### src/rtl/alu_issue_scheduler.sv
// In-order issue controller for the fixed-latency ALU: RAW hazard stalls on in-flight
// destinations, register-file writeback generation ALU_LAT cycles after issue, and flush.
module alu_issue_scheduler #(
    parameter int unsigned ALU_LAT = 2,
    parameter int unsigned CNT_W   = 16
) (
    input  logic             clk,
    input  logic             reset,
    input  logic             in_valid,
    output logic             in_ready,
    input  logic [4:0]       in_rs1,
    input  logic [4:0]       in_rs2,
    input  logic [4:0]       in_rd,
    input  logic             in_we,
    input  logic             flush,
    output logic             issue,
    output logic             wb_en,
    output logic [4:0]       wb_rd,
    output logic             busy,
    output logic [CNT_W-1:0] stall_count
);

    typedef struct packed {
        logic       valid;
        logic       we;
        logic [4:0] rd;
    } stage_t;

    // stg[0] is the stage loaded at issue, stg[ALU_LAT-1] is the writeback stage
    stage_t [ALU_LAT-1:0] stg;
    stage_t [ALU_LAT-1:0] stg_nxt;
    stage_t               new_entry;
    stage_t               wb_stage;
    logic   [ALU_LAT-1:0] stage_valid;
    logic   [ALU_LAT-1:0] stage_hit;
    logic                 hazard;

    assign new_entry = {issue, in_we, in_rd};

    generate
        if (ALU_LAT == 1) begin : g_shift_single
            assign stg_nxt = new_entry;
        end else begin : g_shift_multi
            assign stg_nxt = {stg[ALU_LAT-2:0], new_entry};
        end
    endgenerate

    // The register file has no bypass, so the writeback stage is still a hazard.
    for (genvar k = 0; k < ALU_LAT; k++) begin : g_stage
        logic live;
        assign live           = stg[k].valid && stg[k].we && (stg[k].rd != 5'd0);
        assign stage_valid[k] = stg[k].valid;
        assign stage_hit[k]   = live &&
                                (((in_rs1 != 5'd0) && (in_rs1 == stg[k].rd)) ||
                                 ((in_rs2 != 5'd0) && (in_rs2 == stg[k].rd)));
    end

    assign hazard   = |stage_hit;
    assign in_ready = !flush && !hazard;
    assign issue    = in_valid && in_ready;
    assign busy     = |stage_valid;

    assign wb_stage = stg[ALU_LAT-1];
    assign wb_en    = wb_stage.valid && wb_stage.we && (wb_stage.rd != 5'd0);
    assign wb_rd    = wb_en ? wb_stage.rd : 5'd0;

    always_ff @(posedge clk or posedge reset) begin
        if (reset) begin
            stg <= '0;
        end else if (flush) begin
            stg <= '0;
        end else begin
            stg <= stg_nxt;
        end
    end

    always_ff @(posedge clk or posedge reset) begin
        if (reset) begin
            stall_count <= '0;
        end else if (in_valid && !in_ready && (stall_count != '1)) begin
            stall_count <= stall_count + CNT_W'(1);
        end
    end

endmodule

### config.mk
export PLATFORM = sky130hd
export DESIGN_NAME = alu_issue_scheduler
export DESIGN_NICKNAME = d
export VERILOG_FILES = /design/src/rtl/alu_issue_scheduler.sv
export SDC_FILE = /design/constraint.sdc
export NUM_CORES = 1
export LEC_CHECK = 0
export ABC_CLOCK_PERIOD_IN_PS = 7000
export BUFFER_PORTS_ARGS = -buffer_cell sky130_fd_sc_hd__buf_4
export CAP_MARGIN = 20
export CORE_MARGIN = 2
export CORE_UTILIZATION = 25
export CTS_BUF_LIST = sky130_fd_sc_hd__clkbuf_16
export CTS_CLUSTER_SIZE = 14
export DETAILED_ROUTE_END_ITERATION = 16
export RECOVER_POWER = 100
export SYNTH_ARGS = -nofsm -noshare
export SYNTH_HDL_FRONTEND = slang
export SYNTH_SLANG_ARGS = --single-unit
### constraint.sdc
create_clock -name clk -period 7 [get_ports clk]
set_clock_uncertainty 0.2 [all_clocks]
set_input_delay 0.7 -clock clk [delete_from_list [all_inputs] [get_ports clk]]
set_output_delay 0.7 -clock clk [all_outputs]
set_load 0.005 [all_outputs]
; Yosys cells after proc, flatten, opt, wreduce, memory -nomap -nowiden
; Index checks and enable logic that the tools add are counted.
[totals]
out_inout_bits = 25
word_cells = 40
register_bits = 30
[classes]
n_reduce_logical = 25
mux = 2
n_eq_ne = 5
addsub = 1
[ops]
columns = cell, n
row1 = $eq A5 B5 Y1, 4
row2 = $reduce_bool A5 Y1, 4
row3 = $add A16 B1 Y16 const B, 1
row4 = $ne A16 B16 Y1 const B, 1
row5 = $logic_and A1 B1 Y1, 14
row6 = $mux W14, 1
row7 = $mux W5, 1
row8 = $reduce_or A2 Y1, 2
row9 = $logic_not A1 Y1, 3
row10 = $logic_or A1 B1 Y1, 2

; Depth between registers and ports, before layout
[depth]
ltp_word = 10
ltp_mapped = 8
ltp_nobuf = 7

; Worst setup path before layout
; OpenSTA, ideal clock, no wires.
[synth_path]
kind = input to output
start = in in_rs2[1]
end = out issue
arrival_time_ns = 1.938
stages = 6
path_buffers = 0
slack_ns = 4.162
path_cell_list = or4_1 nor2_1 or4_1 a21oi_2 nor3_1 and2_1
[synth_via]
elab_chain_cells = 8
elab_cells_between_ends = 13
cone_classes = 2 x eq/ne / 11 x reduce/logical
[synth_rtl]
columns = item, line_no
row1 = from (decl), 12  ; input logic [4:0] in_rs2,
row2 = $eq A5 B5 Y1 / $reduce_bool A5 Y1 (equally long branches), 55  ; ((in_rs2 != 5'd0) && (in_rs2 == stg[k].rd)));
row3 = $logic_and A1 B1 Y1, 55
row4 = $logic_or A1 B1 Y1, 54  ; (((in_rs1 != 5'd0) && (in_rs1 == stg[k].rd)) ||
row5 = $logic_and A1 B1 Y1, 53  ; assign stage_hit[k] = live &&
row6 = $reduce_or A2 Y1 *, 58  ; assign hazard = |stage_hit;
row7 = $logic_not A1 Y1 *, 59  ; assign in_ready = !flush && !hazard;
row8 = $logic_and A1 B1 Y1 *, 59
row9 = named net in_ready, 10  ; output logic in_ready,
row10 = $logic_and A1 B1 Y1 *, 60  ; assign issue = in_valid && in_ready;
row11 = to (decl), 16  ; output logic issue,
; Mark *: on every way through the listed nets, which the timed path passes. The rest lies on a longest branch.

; Final worst setup path
[layout_path]
start = in in_rs2[1]
end = reg stall_count[13]
[layout_via]
elab_chain_cells = 10
elab_cells_between_ends = 15
cone_classes = 2 x eq/ne / 13 x reduce/logical
[layout_rtl]
columns = item, line_no
row1 = $eq A5 B5 Y1 / $reduce_bool A5 Y1 (equally long branches), 55
row2 = $logic_and A1 B1 Y1, 55
row3 = $logic_or A1 B1 Y1, 54
row4 = $logic_and A1 B1 Y1, 53
row5 = $reduce_or A2 Y1 *, 58
row6 = $logic_not A1 Y1 *, 59
row7 = $logic_and A1 B1 Y1 *, 59
row8 = $logic_not A1 Y1 *, 80  ; end else if (in_valid && !in_ready && (stall_count != '1)) begin
row9 = $logic_and A1 B1 Y1 * (2 in a row), 80
row10 = to (signal assigned), 81  ; stall_count <= stall_count + CNT_W'(1);
row11 = to (decl), 20  ; output logic [CNT_W-1:0] stall_count
; Every way passes the cells marked *; elsewhere a longest branch is shown, timed or not.
; A chain may end at the register's enable or synchronous reset.

==> key figures <==
Status
  • Status: finished, violations left
  • Failing checks: max-capacitance violations, max-slew violations

Die
  • Core footprint: 5990 sq um
  • Initial core utilization: a little over a quarter
  • Site row count: 28
  • IO Count: 45
  • Die H: 83.2 um
  • Die Area: between 6000 and 7000 sq um
  • Die Wd: 83.2 um

Clocking
  • Postcts setup bufs: 0
  • Clk_lat worst skew: between 200 and 300 ps
  • Worst-path clk slew: about 50 ps
  • CTS Root Cell: clkbuf_16
  • TritonCTS clock tree: done
  • TritonCTS buffer count: 5
  • # H-tree levels: 2
  • Hold buffer count at CTS: 0
  • Clk sink count: 30
  • Gates resized, CTS repair: 0
  • CTS Buffer Depth: 2

Worst setup path
  • Crit path capture type: flop
  • Critical Path Fanout Max: 16
  • Most frequent CP cell: or4_1
  • CP max stage delay: around 1800 ps
  • Number of buffer and inverter stages on the critical path: 1
  • Critical path, cell by cell: clkbuf_1 -> or4_1 -> nor2_1 -> or4_1 -> a21oi_1 -> o31ai_1 -> nor3_1 -> xnor2_1
  • Startpoint Class: input pin
  • Worst EP arrival: 3890 ps
  • Worst path slowest cell: o31ai_1
  • Worst R2R Setup Slack: 3270 ps
  • Family with the most delay on the worst path: compound AO/OA/AOI/OAI gates
  • Crit path required time: just under 7000 ps
  • CP Class: input pin to flop

Yosys
  • Post-synth cell types: 27
  • Largest family of logic cells by synthesized area: simple AND/OR/NAND/NOR gates
  • Post-synthesis compound-gate area fraction: around 4.1%
  • Simple-gate portion of the synthesized area: between 20% and 30%
  • Post-synthesis mux area share: less than 1%
  • Seq/Total Area, Yosys: a little under half
  • Yosys Warn Count: 0
  • XOR/XNOR share of the synthesized area: approximately a fifth
  • Gate Count Post-Synth: between 100 and 150
  • Post-Synth Adder-Cell Area: less than 1%
  • Synthesized flop and latch total: 30
  • Synthesized net count: 168
  • Mean Syn Cell Area: 10.7 sq um
  • Mapped cell area: roughly 1600 sq um

GRT
  • Initial antenna violation count: 0
  • Vias in the first global route: between 1000 and 1500
  • GRT Residual Overflow: 0
  • First-pass GRT wire length: ~6 mm
  • Largest net degree at the start of global routing: 31
  • Gr usage total: 10.7%

Routing
  • Via-to-Cell Ratio: 4.43
  • WL/cell: 12.8 um
  • Drt first pass iters: 4
  • Via Count: roughly 1200
  • Routed wire length: around 3.5 mm
  • DRC viols: 0
  • First DRT Iteration DRCs: 90
  • Post-DRT Antenna Nets: 0

Final layout
  • Number of diodes: 0
  • Filler Cell Count: between 600 and 700
  • Share of layout cells above drive strength 1: roughly 28%
  • Seq. cell area: roughly 750 sq um
  • Area Overhead vs Synth: 33.5%
  • Multi-input logic area: 761 sq um
  • Nets: approximately 220

Timing
  • Worst Max-Slew Pin Slew: 2250 ps
  • Fin crit period: slightly below 4000 ps
  • Fmax: 0.254 GHz
  • Setup TNS Final: 0 ps
  • # setup viols final: 0
  • Relative max-transition margin: -51.6%
  • Endpoints failing hold: 0
  • RSZ-0062 raised after global routing: no
  • Max Slew Vio Count: 48
  • Tcrit/Tclk final: a little under three fifths

Run
  • Max-Cap Viols: 2

Power and ir drop
  • Flop pwr share: a little over two fifths
  • Pint: 0.000377 W
  • Final Total Pwr: between 0.0005 and 0.0006 W
  • Pwr Density: about 250 nW/um^2
  • Switching portion of total power: about 28%
  • Combinational share of power: between 10% and 20%
  • Peak supply drop: around 0.15 mV
  • LEAKAGE: between 0.9 and 1 nW
  • NetSw: ~0.00014 W
  • Clk pwr share: between 30% and 40%

Placement
  • Placer congestion estimate: around 0.85
  • Placed wire-length estimate: around 2.6 mm
  • Port bufs: 44

Worst hold path
  • Hold Path Class: flop to flop
[per-layer routing]
metal / global-route usage (%) / up-vias / part of all wire (%)
li1: - / 599 / -
met1: 14.5 / 569 / 48
met2: 15.7 / 33 / 44
met3: 3.88 / 9 / 6.5
met4: 4.02 / 0 / 1.7
met5: 0 / - / 0
[Yosys cell counts (all sizes together)]
cell,count,area [sq um]
dfrtp,30,751
xor2,20,175
xnor2,15,131
nor2b,13,81.3
nor3,12,80.1
nand3,7,35.0
nor2,7,26.3
inv,6,22.5
nand2,6,22.5
and3,5,31.3
nand4,4,25.0
nor4,4,25.0
or4,4,30.0
a21oi,2,13.8
and2,2,12.5
a21boi,1,11.3
and4,1,8.76
buf,1,11.3
clkbuf,1,3.75
ha,1,12.5
mux2,1,11.3
o211ai,1,7.51
o31a,1,10.0
o31ai,1,21.3
or2,1,6.26
[final cells by class]
type                    count  area share, %
multi-input cells         109           36.4
flip-flops and latches     30           35.9
clock inverters             3          0.598
clock buffers               5           5.98
well taps                  75           4.49
repair buffers             45           15.6
inverters                   6           1.08
[through the flow]
| step | utilization, % | hold slack (ps) | std cells | cell area [sq um] | setup slack [ps] |
|---|---|---|---|---|---|
| floorplan | - | 265 | 147 | 1570 | 4160 |
| global placement | 33.1 | 278 | 265 | 1980 | 3720 |
| detailed placement | 33.1 | 286 | 265 | 1980 | 3740 |
| CTS | 35.4 | 297 | 273 | 2120 | 3710 |
| global route | 34.9 | 315 | 273 | 2090 | 2810 |
| finish | 34.9 | 289 | 273 | 2090 | 3060 |
[path summary, 6_finish.rpt]
kind | startpoint | to | cells past startpoint
max | in_rs2[1] | stall_count[13] | 8
min | stall_count[7] | stall_count[7] | 1
max reg2reg | stg[3] | stall_count[13] | 6
min reg2reg | stall_count[7] | stall_count[7] | 1
max in group asynchronous | reset | stg[2] | 3
min in group asynchronous | reset | stall_count[1] | 3
[layout by cell type (no fill, tap or decap), types with 6 or more instances in the layout]
cell type / Yosys / routed
xnor2_1: 15 / 15
dfrtp_1: 30 / 30
nand3_1: 7 / 7
buf_4: 0 / 18
nor2b_1: 13 / 13
clkbuf_4: 0 / 24
inv_1: 6 / 7
nor3_1: 8 / 8
nand2_1: 6 / 6
nor2_1: 7 / 7
xor2_1: 20 / 20
[worst register-to-register path, cell delays in order (launching register included)]
cell and delay, ps:
dfrtp_1 430, or4_1 540, o211ai_1 170, a21oi_1 80, o31ai_1 1760, nor3_1 220, xnor2_1 220
[logic make-up after synthesis]
logic type      after synthesis
xor+xnor                     35
buf+inv                       8
simple gates                 66
compound gates                6
mux                           1
flops                        30
fa+ha+maj                     1
[power groups by stage]
| stage | clock network, W | logic, W | registers, W |
|---|---|---|---|
| final | 0.000198 | 0.0000960 | 0.000228 |
| after global placement | 0 | 0.0000991 | 0.000230 |
| after floorplan | 0 | 0.0000497 | 0.000224 |
| after CTS | 0.000206 | 0.000101 | 0.000228 |
| after detailed placement | 0 | 0.000101 | 0.000230 |
| after global routing | 0.000212 | 0.000108 | 0.000234 |
[state kept, by name, summed over array words and instances, names as in the netlist]
| name | count |
|---|---|
| stage_valid | 2 |
| stg | 12 |
| stall_count | 16 |
Note: power is estimated with default switching activity, not from simulation.
